**src/rtl/max_pool_2x2_if.sv**
```systemverilog
// rtl/max_pool_2x2_if.sv - pixel stream and pooled-result bundle for max_pool_2x2
interface max_pool_2x2_if #(
    parameter int N = 16
);
    logic [N-1:0] conv_in;
    logic         valid_in;
    logic         end_in;
    logic [N-1:0] pool_op;
    logic         valid_pool;
    logic         end_pool;
    logic         frame_err;

    modport master (
        output conv_in,
        output valid_in,
        output end_in,
        input  pool_op,
        input  valid_pool,
        input  end_pool,
        input  frame_err
    );

    modport slave (
        input  conv_in,
        input  valid_in,
        input  end_in,
        output pool_op,
        output valid_pool,
        output end_pool,
        output frame_err
    );
endinterface

```
**src/rtl/max_pool_2x2.sv**
```systemverilog
// rtl/max_pool_2x2.sv - streaming 2x2 stride-2 max pooling with half-width line buffer
module max_pool_2x2 #(
    parameter int N    = 16,
    parameter int Q    = 12,
    parameter int M    = 2,
    parameter int RELU = 0
) (
    input  logic          clk,
    input  logic          global_rst,
    input  logic          ce,
    max_pool_2x2_if.slave bus
);
    // Counter and line-buffer index widths; kept at least one bit wide for M=2.
    localparam int CW   = (M > 2) ? $clog2(M) : 1;
    localparam int HALF = M / 2;
    localparam int JW   = (HALF > 1) ? $clog2(HALF) : 1;

    localparam logic [CW-1:0] LAST = CW'(M - 1);

    // Fixed-point 0.0 in the QN.Q format used by the clamp.
    localparam logic [N-1:0] FIXED_ZERO = N'(0) << Q;

    logic [CW-1:0] col;
    logic [CW-1:0] row;
    logic [N-1:0]  temp;
    logic [N-1:0]  lbuf [HALF];

    logic          accept;
    logic          at_last;
    logic          early_end;
    logic          win_done;
    logic [JW-1:0] j;
    logic [N-1:0]  result;

    function automatic logic [N-1:0] smax(input logic [N-1:0] a, input logic [N-1:0] b);
        smax = ($signed(a) >= $signed(b)) ? a : b;
    endfunction

    function automatic logic [N-1:0] relu(input logic [N-1:0] v);
        if (RELU != 0 && v[N-1]) begin
            relu = FIXED_ZERO;
        end else begin
            relu = v;
        end
    endfunction

    // Decode the accepted pixel's position within the map and its pooling role.
    always_comb begin
        accept    = ce & bus.valid_in;
        at_last   = (row == LAST) && (col == LAST);
        early_end = accept & bus.end_in & ~at_last;
        win_done  = accept & row[0] & col[0];
        j         = JW'(col >> 1);
        result    = smax(temp, bus.conv_in);
    end

    // Raster position; an early end_in resyncs both counters to the next map.
    always_ff @(posedge clk) begin
        if (global_rst) begin
            col <= '0;
            row <= '0;
        end else if (accept) begin
            if (early_end) begin
                col <= '0;
                row <= '0;
            end else if (col == LAST) begin
                col <= '0;
                row <= (row == LAST) ? '0 : row + 1'b1;
            end else begin
                col <= col + 1'b1;
            end
        end
    end

    // Horizontal pair max into lbuf on even rows; fold lbuf into temp on odd rows.
    always_ff @(posedge clk) begin
        if (global_rst) begin
            temp <= '0;
            for (int k = 0; k < HALF; k++) begin
                lbuf[k] <= '0;
            end
        end else if (accept) begin
            if (!row[0]) begin
                if (!col[0]) begin
                    temp <= bus.conv_in;
                end else begin
                    lbuf[j] <= smax(temp, bus.conv_in);
                end
            end else if (!col[0]) begin
                temp <= smax(lbuf[j], bus.conv_in);
            end
        end
    end

    // Register the pooled result; pulses drop whenever no window completes.
    always_ff @(posedge clk) begin
        if (global_rst) begin
            bus.pool_op    <= '0;
            bus.valid_pool <= 1'b0;
            bus.end_pool   <= 1'b0;
        end else begin
            bus.valid_pool <= win_done;
            bus.end_pool   <= win_done & at_last;
            if (win_done) begin
                bus.pool_op <= relu(result);
            end
        end
    end

    // Sticky framing error for end_in seen anywhere but the last map position.
    always_ff @(posedge clk) begin
        if (global_rst) begin
            bus.frame_err <= 1'b0;
        end else if (early_end) begin
            bus.frame_err <= 1'b1;
        end
    end
endmodule

```
**src/flat_wrapper.sv**
```systemverilog
// flat-port wrapper written by rule: the top's interface ports become plain ports
module max_pool_2x2_flat 
#(
    parameter int N    = 16,
    parameter int Q    = 12,
    parameter int M    = 2,
    parameter int RELU = 0
)
  (clk, global_rst, ce, bus_conv_in, bus_valid_in, bus_end_in, bus_pool_op, bus_valid_pool, bus_end_pool, bus_frame_err);
  max_pool_2x2_if #(.N(N)) bus_i ();
  input  logic clk;
  input  logic global_rst;
  input  logic ce;
  input wire logic [$bits(bus_i.conv_in)-1:0] bus_conv_in;
  input wire logic [$bits(bus_i.valid_in)-1:0] bus_valid_in;
  input wire logic [$bits(bus_i.end_in)-1:0] bus_end_in;
  output wire logic [$bits(bus_i.pool_op)-1:0] bus_pool_op;
  output wire logic [$bits(bus_i.valid_pool)-1:0] bus_valid_pool;
  output wire logic [$bits(bus_i.end_pool)-1:0] bus_end_pool;
  output wire logic [$bits(bus_i.frame_err)-1:0] bus_frame_err;
  assign bus_i.conv_in = bus_conv_in;
  assign bus_i.valid_in = bus_valid_in;
  assign bus_i.end_in = bus_end_in;
  assign bus_pool_op = bus_i.pool_op;
  assign bus_valid_pool = bus_i.valid_pool;
  assign bus_end_pool = bus_i.end_pool;
  assign bus_frame_err = bus_i.frame_err;
  max_pool_2x2 #(.N(N), .Q(Q), .M(M), .RELU(RELU)) u_core (.clk(clk), .global_rst(global_rst), .ce(ce), .bus(bus_i));
endmodule
```
**config.mk**
```make
export PLATFORM = sky130hd
export DESIGN_NAME = max_pool_2x2_flat
export DESIGN_NICKNAME = d
export VERILOG_FILES = /design/src/rtl/max_pool_2x2_if.sv /design/src/rtl/max_pool_2x2.sv /design/src/flat_wrapper.sv
export SDC_FILE = /design/constraint.sdc
export NUM_CORES = 1
export LEC_CHECK = 0
export CELL_PAD_IN_SITES_DETAIL_PLACEMENT = 0
export CELL_PAD_IN_SITES_GLOBAL_PLACEMENT = 1
export CORE_UTILIZATION = 35
export CTS_BUF_LIST = sky130_fd_sc_hd__clkbuf_4
export DETAILED_ROUTE_END_ITERATION = 16
export PLACE_DENSITY = 0.79
export SYNTH_ARGS = -nofsm -noshare
export SYNTH_HDL_FRONTEND = slang
export SYNTH_SLANG_ARGS = --single-unit
```
**constraint.sdc**
```tcl
create_clock -name clk -period 3.4 [get_ports clk]
set_clock_uncertainty 0.2 [all_clocks]
set_input_delay 0.34 -clock clk [delete_from_list [all_inputs] [get_ports clk]]
set_output_delay 0.34 -clock clk [all_outputs]
set_load 0.01 [all_outputs]
```
Word level (Yosys, flattened, before mapping). Memories as Yosys holds them, arrays and structs flattened. Cells that the tools add are included.

$add $sub $neg: 2. $mul: 0. Bitwise logic cells: 8. Div/mod/pow operators: 0. Reductions and logical operators: 5. Equality and inequality tests: 0. $lt $le $gt $ge: 2. Shifts and indexed selects: 0. Muxes and demuxes: 19.

Operators with widths (number): 16-bit 2-to-1 mux (6); 16-bit >= comparator (2); 16-bit OR reduction (1); 1-bit 2-to-1 mux (13); 1-bit bitwise AND (6); 2-bit AND reduction (2); 1-bit adder, second input constant (2); 1-bit inverter (2); 2-bit nonzero test (1); 1-bit logical AND (1).

Output and inout port bits: 19. ROM bits: 0. Word-level logic and storage cells: 44. Memories: 1. Latch bits: 0. Register bits: 37. Memory bits (writable): 16.

Memory list: u_core.lbuf (depth 1, bits a word 16, rd ports 1, clocked after Yosys merged registers in 0, write ports 1, RTL line max_pool_2x2.sv:26) `logic [N-1:0] lbuf [HALF];`.

Longest topological paths before layout.
Depth in word-level cells: 7. Gate-level depth with buffers: 10.

Least setup slack after synthesis. OpenSTA, ideal clock, no wires.

Path kind: input to register. Start: input bus_conv_in[9]. End: register u_core.temp[0]. Stages: 9. Path buffers: 1. Data arrival time: 2.314 ns. Setup time: 0.122 ns. Setup slack: 0.765 ns. Required time: 3.078 ns. Cells stage by stage: inv_1 > ha_1 > a211oi_1 > o21bai_1 > a221oi_1 > mux2_4 > or2_1 > buf_6 > o311a_1.

Cells in the longest elaborated chain, start to end: 4.

RTL lines: start: declaration (RTL line flat_wrapper.sv:14) `input wire logic [$bits(bus_i.conv_in)-1:0] bus_conv_in;`; 16-bit >= comparator (RTL line max_pool_2x2.sv:36) `smax = ($signed(a) >= $signed(b)) ? a : b;`; 16-bit 2-to-1 mux (RTL line max_pool_2x2.sv:36); 16-bit 2-to-1 mux (RTL line max_pool_2x2.sv:89) `end else if (!col[0]) begin`; 16-bit 2-to-1 mux (RTL line max_pool_2x2.sv:83) `if (!row[0]) begin`; end signal: assignment (RTL line max_pool_2x2.sv:85) `temp <= bus.conv_in;`; end signal: assignment (RTL line max_pool_2x2.sv:90) `temp <= smax(lbuf[j], bus.conv_in);`; end: declaration (RTL line max_pool_2x2.sv:25) `logic [N-1:0] temp;`.

No other way between the ends. The select of a mux whose other input is x is not followed. A chain may end at the register's enable or synchronous reset.

Worst setup path in the final report.
Start: input bus_conv_in[9]. End: register u_core.temp[8].

The elaborated chain is that of the path after synthesis.

==> impl_results.md <==
* Row cnt at 34
* Cell Pwr Density at roughly 330 nW/µm²
* Critical path peak fanout at 5
* Slew Limit Fails at 0
* Synthesized area per cell at between 8 and 9 µm²
* Leak at 0.00152 µW
* #FFs+latches synth at 53
* Ys Warns at 0
* Hold Vio Cnt, Final at 0
* Crit path time final at approximately 2.9 ns
* Most common cell in the netlist: nor2_1
* Layout cell share with drive strength beyond 1 at 0.110
* Antenna Nets Post-Route at 0
* Type of the worst setup path: input pin to flip-flop
* Crit path max-delay family: compound AO/OA/AOI/OAI gates
* Cell area after layout at 3880 µm²
* Crit. End Element: flip-flop
* Clk sinks at 53
* DR pass1 iterations at 10
* Inst Count DP at 519
* Overall power consumption at around 1300 µW
* Ys flop type: dfxtp_1
* Buffers on Ports at 39
* Critical path's slowest cell: clkdlybuf4s50_1
* Fin nets at 471
* Clk Latency, worst-skew pair at 0.37 ns
* Part of the Yosys area used for sequential elements at 0.378
* Post-route setup TNS at 0 ns
* Slew HR at 0.551
* Synth area leaders: dfxtp_1 23%, edfxtp_1 15%, ha_1 12%
* First-pass GRT wire length at roughly 15 mm
* Clk pwr share at 0.226
* Cts bufs inserted at 5
* Seq pwr share at 0.547
* Root buffer cell: clkbuf_4
* Final WS setup at a little under 0.5 ns
* Total track usage at 0.200
* Synthesized area at 3230 µm²
* Max Clk Rate at about 340 MHz
* Largest area contributor in the netlist: dfxtp_1
* Routed vias at 3030
* Finished Layout Cells at 527
* Worst-path clk slew at about 0.16 ns
* Ordered list of cells on the worst path: clkdlybuf4s50_1, inv_1, ha_1, a211oi_1, o21bai_1, a221oi_1, mux2_4, or2_1, buf_4, a211oi_1
* Worst path max stage delay at 0.50 ns
* Die ar. at just under 10000 µm²
* Largest net degree at the start of global routing at 34
* Cell Area, Placed at between 3000 and 4000 µm²
* Routability Congestion at about 0.86
* Max VDD drop at between 0.2 and 0.25 mV
* Core Region at around 8800 µm²
* Asr flop ratio synth at 0
* DRC at 2
* Pint at approximately 870 µW
* Synth cell count leaders: 57 x nor2_1, 37 x dfxtp_1, 32 x ha_1
* Worst Path Required at around 3.5 ns
* Mapped Cells at 372
* Initial Utilization at 0.367
* Layout area overhead at 20.3%
* Combinational fraction of design power at 0.227
* Post-CTS setup buffer count at 0
* Vias in the first global route at between 2000 and 3000
* IO Pins at 40
* EDFF count, synth at 16
* Final WL at slightly above 9 mm
* Hold buffer count at CTS at 0
* H-tree levels at 2
* Post-CTS sizing at 0
* Share of Yosys cell area claimed by the top area cell type at 0.229
* Mapped Nets at around 430
* Tightest Hold Check Type: flip-flop to flip-flop
* Die extent in y at a little under 100 µm
* WP buf/inv at 3
* Drt wl/cell at 17.4 µm
* Final global-route overflow total at 0
* Initial antenna violation count at 0
* CP Launch Type: input pin
* Worst slew pin tran at about 0.67 ns
* Sw Ratio at 0.313
* Most used cell, CP: a211oi_1
* # fillers at 899
* Sw Pwr at 396 µW
* Detailed Route Iter0 Violations at roughly 170
* Vias per Instance at 5.75
* Dpl ws at about 0.11 ns
* Fin crit share at 0.855
* CP arrival at roughly 3 ns
* Clk buf depth at 2
* Yosys cell types at 37
* TritonCTS clock tree: yes
* Max Cap Viol at 0
* Failing checks: design-rule violations
* Antenna Cells at 0
* Die W at around 100 µm
* Final HPWL DP at ~6.6 mm
* RSZ-0062 raised after global routing: false
* Setup Viol. Count Final at 0
* Outcome: finished, violations left
-- logic make-up (layout without fill, tap and decap cells) --
kind of cell / Yosys count / after routing / share of synthesized area
buffers and inverters: 44 / 91 / 0.0574
adder cells (fa/ha/maj): 32 / 32 / 0.124
multiplexers: 1 / 1 / 0.00465
flip-flops: 53 / 53 / 0.378
AO/OA/AOI/OAI: 95 / 95 / 0.213
AND/OR/NAND/NOR: 147 / 147 / 0.222
-- worst min-delay path, stage by stage, from the launching register on --
cell,delay (ns)
dfxtp_1,0.36
a31oi_1,0.04
nor2_1,0.07
-- path summary, 6_finish.rpt --
check / start / end / slack [ns] / depth (start not counted)
min: u_core.bus.frame_err / u_core.bus.frame_err / 0.29 / 2
min reg2reg: u_core.bus.frame_err / u_core.bus.frame_err / 0.29 / 2
max: bus_conv_in[9] / u_core.temp[8] / 0.49 / 10
max reg2reg: u_core.lbuf[0][9] / u_core.temp[8] / 0.57 / 8
-- power by group through the flow --
stage | registers (µW) | logic [µW] | clock network [µW]
3_5_place_dp | 705 | 285 | 0
4_1_cts | 692 | 287 | 296
5_1_grt | 695 | 321 | 318
6_report | 692 | 288 | 286
3_3_place_gp | 705 | 280 | 0
2_1_floorplan | 699 | 178 | 0
-- registers in the layout (all words and copies together) (netlist names) --
signal	flops
u_core.bus.end_pool	1
u_core.bus.frame_err	1
u_core.bus.pool_op	16
u_core.bus.valid_pool	1
u_core.col	1
u_core.lbuf	16
u_core.row	1
u_core.temp	16
-- layer usage --
layer / track usage / wire length (µm) / vias up
met1: 0.275 / 4310 / 1448
met3: 0.0293 / 550 / 10
met2: 0.328 / 4190 / 88
li1: - / - / 1484
met4: 0.0490 / 111 / 0
met5: 0 / 0 / -
-- layout make-up --
cell class / instances / area, µm² / area share
multi-input combinational: 275 / 1830 / 0.471
sequential: 53 / 1220 / 0.314
timing repair buffer: 64 / 578 / 0.149
tap: 108 / 135 / 0.0348
inverter: 19 / 71.3 / 0.0184
clock buffer: 5 / 37.5 / 0.00966
clock inverter: 3 / 12.5 / 0.00322
-- cell usage in the layout, fill, tap and decap left out, types with 2 or more instances in the layout --
| master | synthesis | final |
|---|---|---|
| nand4_1 | 5 | 5 |
| a211oi_1 | 10 | 9 |
| o21bai_1 | 2 | 2 |
| a311oi_1 | 17 | 17 |
| nand2_1 | 7 | 7 |
| clkinv_1 | 0 | 2 |
| a21oi_1 | 22 | 22 |
| nor4_1 | 16 | 16 |
| clkbuf_4 | 0 | 5 |
| o21ai_0 | 21 | 21 |
| clkdlybuf4s50_1 | 0 | 39 |
| nor3_1 | 19 | 19 |
| a211oi_2 | 10 | 11 |
| edfxtp_1 | 16 | 16 |
| nor2b_1 | 2 | 2 |
| ha_1 | 32 | 32 |
| inv_1 | 19 | 19 |
| nor2_1 | 57 | 56 |
| nand2b_1 | 3 | 3 |
| buf_4 | 0 | 25 |
| or3_1 | 15 | 15 |
| a31oi_1 | 2 | 2 |
| dfxtp_1 | 37 | 37 |
| a21o_1 | 7 | 7 |
| nand3_1 | 17 | 17 |
-- through the flow --
stage | hold slack (ns) | utilization
after floorplan | 0.295 | -
after global placement | 0.251 | 0.435
after detailed placement | 0.261 | 0.435
after CTS | 0.296 | 0.441
after global routing | 0.334 | 0.441
final | 0.291 | 0.441
Power figures use the tool's default switching activity.
